==> config.mk <==
export PLATFORM = sky130hd
export DESIGN_NAME = regfile_read_arbiter
export DESIGN_NICKNAME = d
export VERILOG_FILES = /design/src/rtl/regfile_read_arbiter.sv
export SDC_FILE = /design/constraint.sdc
export NUM_CORES = 1
export LEC_CHECK = 0
export ABC_CLOCK_PERIOD_IN_PS = 3200
export CAP_MARGIN = 20
export CORE_ASPECT_RATIO = 0.5
export CORE_MARGIN = 10
export CORE_UTILIZATION = 38
export DETAILED_ROUTE_END_ITERATION = 10
export PLACE_DENSITY_LB_ADDON = 0.15
export SLEW_MARGIN = 40
export SYNTH_ARGS = -nofsm -noshare
export SYNTH_HDL_FRONTEND = slang
export SYNTH_SLANG_ARGS = --single-unit
==> constraint.sdc <==
create_clock -name clk -period 3.2 [get_ports clk]
set_clock_uncertainty 0.15 [all_clocks]
set_input_delay 0.96 -clock clk [delete_from_list [all_inputs] [get_ports clk]]
set_output_delay 0.96 -clock clk [all_outputs]
set_load 0.01 [all_outputs]
==> src/rtl/regfile_read_arbiter.sv <==
// Round-robin arbiter sharing one register-file read port among NUM_REQ requesters.
// Accept in cycle N, read-select registered at the end of N, data captured at the
// end of N+1, response visible in N+2. One new read can be accepted every cycle.
// Optional lock support is compiled in with `define REGFILE_ARB_LOCK_EN.
module regfile_read_arbiter #(
  parameter int unsigned NUM_REQ = 4,
  parameter int unsigned DATA_W  = 64,
  parameter int unsigned ADDR_W  = 5
) (
  input  logic                      clk,
  input  logic                      reset,
  input  logic                      hold,
  input  logic [NUM_REQ-1:0]        req_valid,
  input  logic [NUM_REQ*ADDR_W-1:0] req_addr,
  input  logic [NUM_REQ-1:0]        req_lock,
  output logic [NUM_REQ-1:0]        req_ready,
  output logic [ADDR_W-1:0]         rf_ReadRegister,
  input  logic [DATA_W-1:0]         rf_ReadData,
  output logic [NUM_REQ-1:0]        rsp_valid,
  output logic [DATA_W-1:0]         rsp_data
);

  localparam int unsigned PtrW = $clog2(NUM_REQ);
  typedef logic [PtrW-1:0] ptr_t;
  localparam ptr_t LastIdx = ptr_t'(NUM_REQ - 1);

  function automatic ptr_t ptr_inc(ptr_t p);
    return (p == LastIdx) ? '0 : p + 1'b1;
  endfunction

  function automatic logic [NUM_REQ-1:0] onehot(ptr_t p);
    logic [NUM_REQ-1:0] v;
    v    = '0;
    v[p] = 1'b1;
    return v;
  endfunction

  ptr_t               rr_ptr_q, rr_ptr_d;
  ptr_t               win, idx;
  logic [PtrW:0]      sum;
  logic               found, accept;
  logic [NUM_REQ-1:0] cand;
  logic               locked, unlock;
  logic               s1_valid;
  ptr_t               s1_id;

`ifdef REGFILE_ARB_LOCK_EN
  typedef enum logic [0:0] {StUnlocked, StLocked} lock_state_e;
  lock_state_e state_q, state_d;
  ptr_t        owner_q, owner_d;

  // Lock state register
  always_ff @(posedge clk) begin
    if (reset) begin
      state_q <= StUnlocked;
      owner_q <= '0;
    end else begin
      state_q <= state_d;
      owner_q <= owner_d;
    end
  end

  // Lock next state; hold freezes the lock entirely
  always_comb begin
    state_d = state_q;
    owner_d = owner_q;
    unlock  = 1'b0;
    case (state_q)
      StUnlocked: begin
        if (accept && req_lock[win]) begin
          state_d = StLocked;
          owner_d = win;
        end
      end
      StLocked: begin
        if (!hold && (!req_valid[owner_q] || (accept && !req_lock[owner_q]))) begin
          state_d = StUnlocked;
          unlock  = 1'b1;
        end
      end
      default: state_d = StUnlocked;
    endcase
  end

  // Lock outputs: while locked only the owner is a candidate
  always_comb begin
    locked = (state_q == StLocked);
    cand   = locked ? (req_valid & onehot(owner_q)) : req_valid;
  end
`else
  logic unused_lock;
  assign unused_lock = ^req_lock;

  // Pure round-robin: every valid requester is a candidate
  always_comb begin
    locked = 1'b0;
    unlock = 1'b0;
    cand   = req_valid;
  end
`endif

  // Round-robin search starting at rr_ptr, wrapping mod NUM_REQ
  always_comb begin
    found = 1'b0;
    win   = '0;
    sum   = '0;
    idx   = '0;
    for (int unsigned i = 0; i < NUM_REQ; i++) begin
      sum = {1'b0, rr_ptr_q} + (PtrW+1)'(i);
      if (sum >= (PtrW+1)'(NUM_REQ)) sum = sum - (PtrW+1)'(NUM_REQ);
      idx = sum[PtrW-1:0];
      if (!found && cand[idx]) begin
        found = 1'b1;
        win   = idx;
      end
    end
    accept    = !reset && !hold && found;
    req_ready = accept ? onehot(win) : '0;
  end

  // Pointer advance; frozen while a lock is held
  always_comb begin
    rr_ptr_d = rr_ptr_q;
    if (unlock) begin
`ifdef REGFILE_ARB_LOCK_EN
      rr_ptr_d = ptr_inc(owner_q);
`endif
    end else if (accept && !locked) begin
      rr_ptr_d = ptr_inc(win);
    end
  end

  // Two-stage read pipeline: select register, then capture regfile data
  always_ff @(posedge clk) begin
    if (reset) begin
      rr_ptr_q        <= '0;
      s1_valid        <= 1'b0;
      s1_id           <= '0;
      rf_ReadRegister <= '1;
      rsp_valid       <= '0;
      rsp_data        <= '0;
    end else begin
      rr_ptr_q <= rr_ptr_d;
      s1_valid <= accept;
      if (accept) begin
        s1_id           <= win;
        rf_ReadRegister <= req_addr[32'(win)*ADDR_W +: ADDR_W];
      end
      rsp_valid <= s1_valid ? onehot(s1_id) : '0;
      if (s1_valid) rsp_data <= rf_ReadData;
    end
  end

endmodule

# Word-level counts from Yosys, hierarchy flattened
# Index checks and enable logic that the tools add are counted.
[totals]
elab_cells = 69
register_bits = 78
in_bits = 95
output_inout_bits = 77
[classes]
bitwise = 1
n_mul = 1
eq_ne = 1
n_reduce_logical = 13
mux = 26
n_addsub = 8
shifts = 1
n_lt_le_gt_ge = 12
[ops]
columns = ["cell", "count"]
rows = [
  ["$shiftx 20x6->5", 1],
  ["$lt 2x3->1 const B", 6],
  ["$mux 2", 9],
  ["$mux 1", 10],
  ["$ge 3x3->1 const B", 3],
  ["$bmux 1 s2", 4],
  ["$sub 2x1->2 const B", 4],
  ["$logic_and 1x1->1", 7],
  ["$add 2x2->3 const B", 2],
  ["$logic_not 1->1", 5],
  ["$mul 2x3->5 const B", 1],
  ["$demux 1 s2", 2],
  ["$ge 2x1->1 const B", 2],
  ["$mux 4", 1],
  ["$add 2x1->3 const B", 1],
  ["$ge 2x3->1 const B", 1],
  ["$add 2x1->2 const B", 1],
  ["$eq 2x2->1 const B", 1],
  ["$reduce_or 2->1", 1],
  ["$not 1->1", 1],
]

# Logic depth before layout (Yosys ltp)
[depth]
ltp_word = 19
ltp_mapped = 6
mapped_depth_nobuf = 5

# Least setup slack after synthesis
# Ideal clock, no wire load.
[synth_path]
kind = "input -> output"
startpoint = "input req_valid[2]"
endpoint = "output req_ready[1]"
arrival_time_ns = 2.085
path_buffers = 1
cell_stages = 5
slack_ns = 0.005
required_ns = 2.090
cell_sequence = "nor2b_2 > nor4b_2 > nor2_4 > buf_6 > nor4_2"
[synth_between]
elab_chain_len = 17
elab_cells_between_ends = 29
classes_between = "order compare (2); mux (19); reduce/logical (8)"
[synth_rtl]
columns = ["element", "line", "source"]
rows = [
  ["from (decl)", "13", "input logic [NUM_REQ-1:0] req_valid,"],
  ["$bmux 1 s2", "112", "if (!found && cand[idx]) begin"],
  ["$mux 1 (implied by the code)", "112", ""],
  ["$mux 1", "112", ""],
  ["$logic_not 1->1", "112", ""],
  ["$logic_and 1x1->1", "112", ""],
  ["$mux 1", "112", ""],
  ["$logic_not 1->1", "112", ""],
  ["$logic_and 1x1->1", "112", ""],
  ["$mux 1", "112", ""],
  ["$logic_not 1->1", "112", ""],
  ["$logic_and 1x1->1", "112", ""],
  ["$mux 2", "112", ""],
  ["$lt 2x3->1 (implied by the code) / $ge 2x1->1 (equally long branches)", "34", "v[p] = 1'b1;"],
  ["$logic_and 1x1->1 (implied by the code)", "34", ""],
  ["$mux 1 (implied by the code)", "34", ""],
  ["$demux 1 s2", "34", ""],
  ["$mux 4 *", "118", "req_ready = accept ? onehot(win) : '0;"],
  ["to (decl)", "16", "output logic [NUM_REQ-1:0] req_ready,"],
]
# Every way passes the cells marked *; elsewhere a longest branch is shown, timed or not. The select of a mux whose other input is x is not followed.

# Worst setup path after layout
[layout_path]
startpoint = "input req_valid[2]"
endpoint = "output req_ready[2]"
# The elaborated chain is that of the path after synthesis.

==> flow_summary.ini <==
[run_status]
outcome = complete, but fails checks
failed_checks = negative setup slack

[place]
dp_hpwl_mm = 7.42
gp_congestion = 0.782
dp_slack_ns = -0.968
port_buffers = 167

[die]
die_w_um = 145
start_util_pct = 39.8
fp.dieArea_um2 = 12000
pin_count = 172
num_rows = 22
core_um2 = 7490
die_h_um = 82.6

[sta]
max_slew.worst_pin.slew_ns = 0.590
finalSetupViolations = 3
relSlewSlack_pct = 60.7
slew_violations = 0
fmax_ghz = 0.309
finalHoldViolCount = 0
fin_ws_ns = -0.0415
finalCriticalPeriod_ns = 3.24
rsz0062_at_grt = true
finalCritPeriodShare_pct = 101
tns_ns = -0.0668

[power]
ir_drop_mv = 0.317
power.density_nw_per_um2 = 483
leakage_nw = 2.11

[synthesis]
ys_seq_area_share_pct = 52.4
yosysTopAreaCellShare_pct = 52.4
netlist_area_um2 = 2980
ys_types = 29
synth_nets = 377
synth.largest_area_cell = dfxtp_1
synth_seq_cells = 78
syn_inst = 282
synth_top_cells_by_area = dfxtp_1 52%, mux2i_1 25%, nor2_1 8.8%, o221ai_1 1.5%, a21oi_1 1.3%
yosysWarnings = 0
syn_area_per_cell_um2 = 10.6

[worst_setup_path]
required_ns = 2.09
cp_common_cell = buf_6
slowest_delay_ns = 0.41
crit_chain = buf_8 > nor2b_4 > a21boi_4 > o32a_4 > buf_6 > and3_4 > buf_6
path_max_fanout = 3
cp_data_arrival_time_ns = 2.13
crit_slowest_cell = o32a_4
critPathKind = in -> out
start_kind = primary input
setup.worst_path.end_class = output port

[cells_and_area]
nNetsFinal = 561
drive_gt1_share_pct = 14.3
antennaDiodeCount = 0
areaGrowthSynthToFinish_pct = 78.6

[cts]
cts_buffers = 9
cts.sinks = 78
clockBufferDepth = 2
cts_tree = done
clock_latency_ns = 0.32
root_buffer = clkbuf_16
cts-htree-levels = 3
clk_pin_slew_ns = 0.05
hold_buffers = 0

[routing]
postRouteWirelength_mm = 10.0
m1WireLength_mm = 3.98
vias = 2724
top_layer_used = met4
ant_nets = 0
drtIter0Drc = 77
drcViolationCount = 0
drt-wirelength-per-cell_um = 17.3
met3_length_um = 834
wl_met2_mm = 4.97
drtPass1Iterations = 4
avgViaCountPerCell = 4.71

[global_routing]
antenna_found_initial = 0
grt_usage_pct = 15.7
grt.overflow.total = 0
grt_pass1_wl_mm = 15.1
grt_pass1_vias = 2870
grt_max_degree = 55

[run]
max_cap_violations = 0

[worst_hold_path]
hold_class = reg -> reg
power by group:
group	leakage, nW	internal (mW)	switching [mW]	total, mW
Sequential	0.639	1.02	0.0453	1.07
Combinational	1.32	0.305	0.189	0.494
Clock	0.149	0.642	0.364	1.01
Total	2.11	1.97	0.599	2.57
flip-flops by register name, summed over array words and instances (netlist names):
name / cells
rsp_data: 64
rf_ReadRegister: 5
rsp_valid: 4
rr_ptr_q: 2
s1_id: 2
s1_valid: 1
metrics by stage:
step	area, um^2	util (%)	cells	total power, mW	hold slack (ns)
2_1_floorplan	2980	-	282	1.27	0.299
3_3_place_gp	4790	64.0	550	1.51	0.312
3_5_place_dp	4810	64.2	551	1.53	0.319
4_1_cts	5230	69.9	573	2.58	0.333
5_1_grt	5320	71.1	578	2.68	0.360
6_report	5320	71.1	578	2.57	0.332
layout make-up:
class                      instances  area (um^2)
fill                             581         2160
timing repair buffer             192         1890
sequential                        78         1570
multi-input combinational        185         1440
clock buffer                      12          256
tap                              108          135
clock inverter                     3         43.8
synth_stat cells:
| master | n |
|---|---|
| dfxtp_1 | 78 |
| mux2i_1 | 74 |
| nor2_1 | 70 |
| clkbuf_1 | 10 |
| a21oi_1 | 8 |
| buf_2 | 7 |
| o221ai_1 | 5 |
| nand2_1 | 4 |
| nor2b_2 | 3 |
| nor4_2 | 3 |
| nor4bb_1 | 2 |
| a211oi_2 | 1 |
| a21boi_1 | 1 |
| a21o_1 | 1 |
| and3_1 | 1 |
| and3_2 | 1 |
| and4b_1 | 1 |
| buf_1 | 1 |
| buf_6 | 1 |
| nor2_2 | 1 |
| nor2_4 | 1 |
| nor2b_1 | 1 |
| nor3_1 | 1 |
| nor4b_1 | 1 |
| nor4b_2 | 1 |
| o21ai_0 | 1 |
| o32a_2 | 1 |
| o32ai_2 | 1 |
| xnor2_1 | 1 |
routing by layer:
layer | vias up | track usage (%)
met1 | 1258 | 17.2
met2 | 107 | 27.1
met5 | - | 0
met3 | 20 | 7.00
li1 | 1339 | -
met4 | 0 | 5.81
worst max-delay path, delay by kind of cell:
kind | cells | cell delay, ns
buffers and inverters | 3 | 0.34
AND/OR/NAND/NOR | 2 | 0.27
AO/OA/AOI/OAI | 2 | 0.56
cells by family (layout without fill, tap and decap cells):
logic type                count (synthesis)  count (layout)  synth area share (%)
and+or+nand+nor                          91              91                  14.7
DFF                                      78              78                  52.4
AOI/OAI and AO/OA                        19              19                  4.83
buffers and inverters                    19             207                  2.94
muxes                                    74              74                  24.9
xor gates and xnor gates                  1               1                 0.294
what timing repair did:
| action | CTS | global route |
|---|---|---|
| resized for setup | 55 | 11 |
| endpoints found under the hold margin | 0 | 0 |
| endpoints found under the setup margin | 4 | 4 |
| buffers inserted | 7 | 5 |
| pin swaps | 7 | 7 |
cell usage in the layout, fill, tap and decap left out, types with 2 or more instances in the layout:
cell type          n
clkbuf_8           2
nand2_1            4
buf_6              8
buf_2              3
nor2_4             2
buf_8              2
clkbuf_16          9
mux2i_1           74
nor2_2             2
nor4bb_1           2
a21oi_1            8
o221ai_1           5
clkdlybuf4s50_1  157
nor4_4             3
dfxtp_1           77
nor2_1            68
nor2b_4            4
buf_4             20
worst paths after layout:
path	depth (start not counted)	slack (ns)	to	start
worst min register to register	2	0.33	rf_ReadRegister[2]	rf_ReadRegister[2]
worst max-delay path	7	-0.04	req_ready[2]	req_valid[2]
worst max register to register	6	1.16	rf_ReadRegister[3]	rr_ptr_q[1]
worst min-delay path	2	0.33	rf_ReadRegister[2]	rf_ReadRegister[2]
Note: power is estimated with default switching activity, not from simulation.
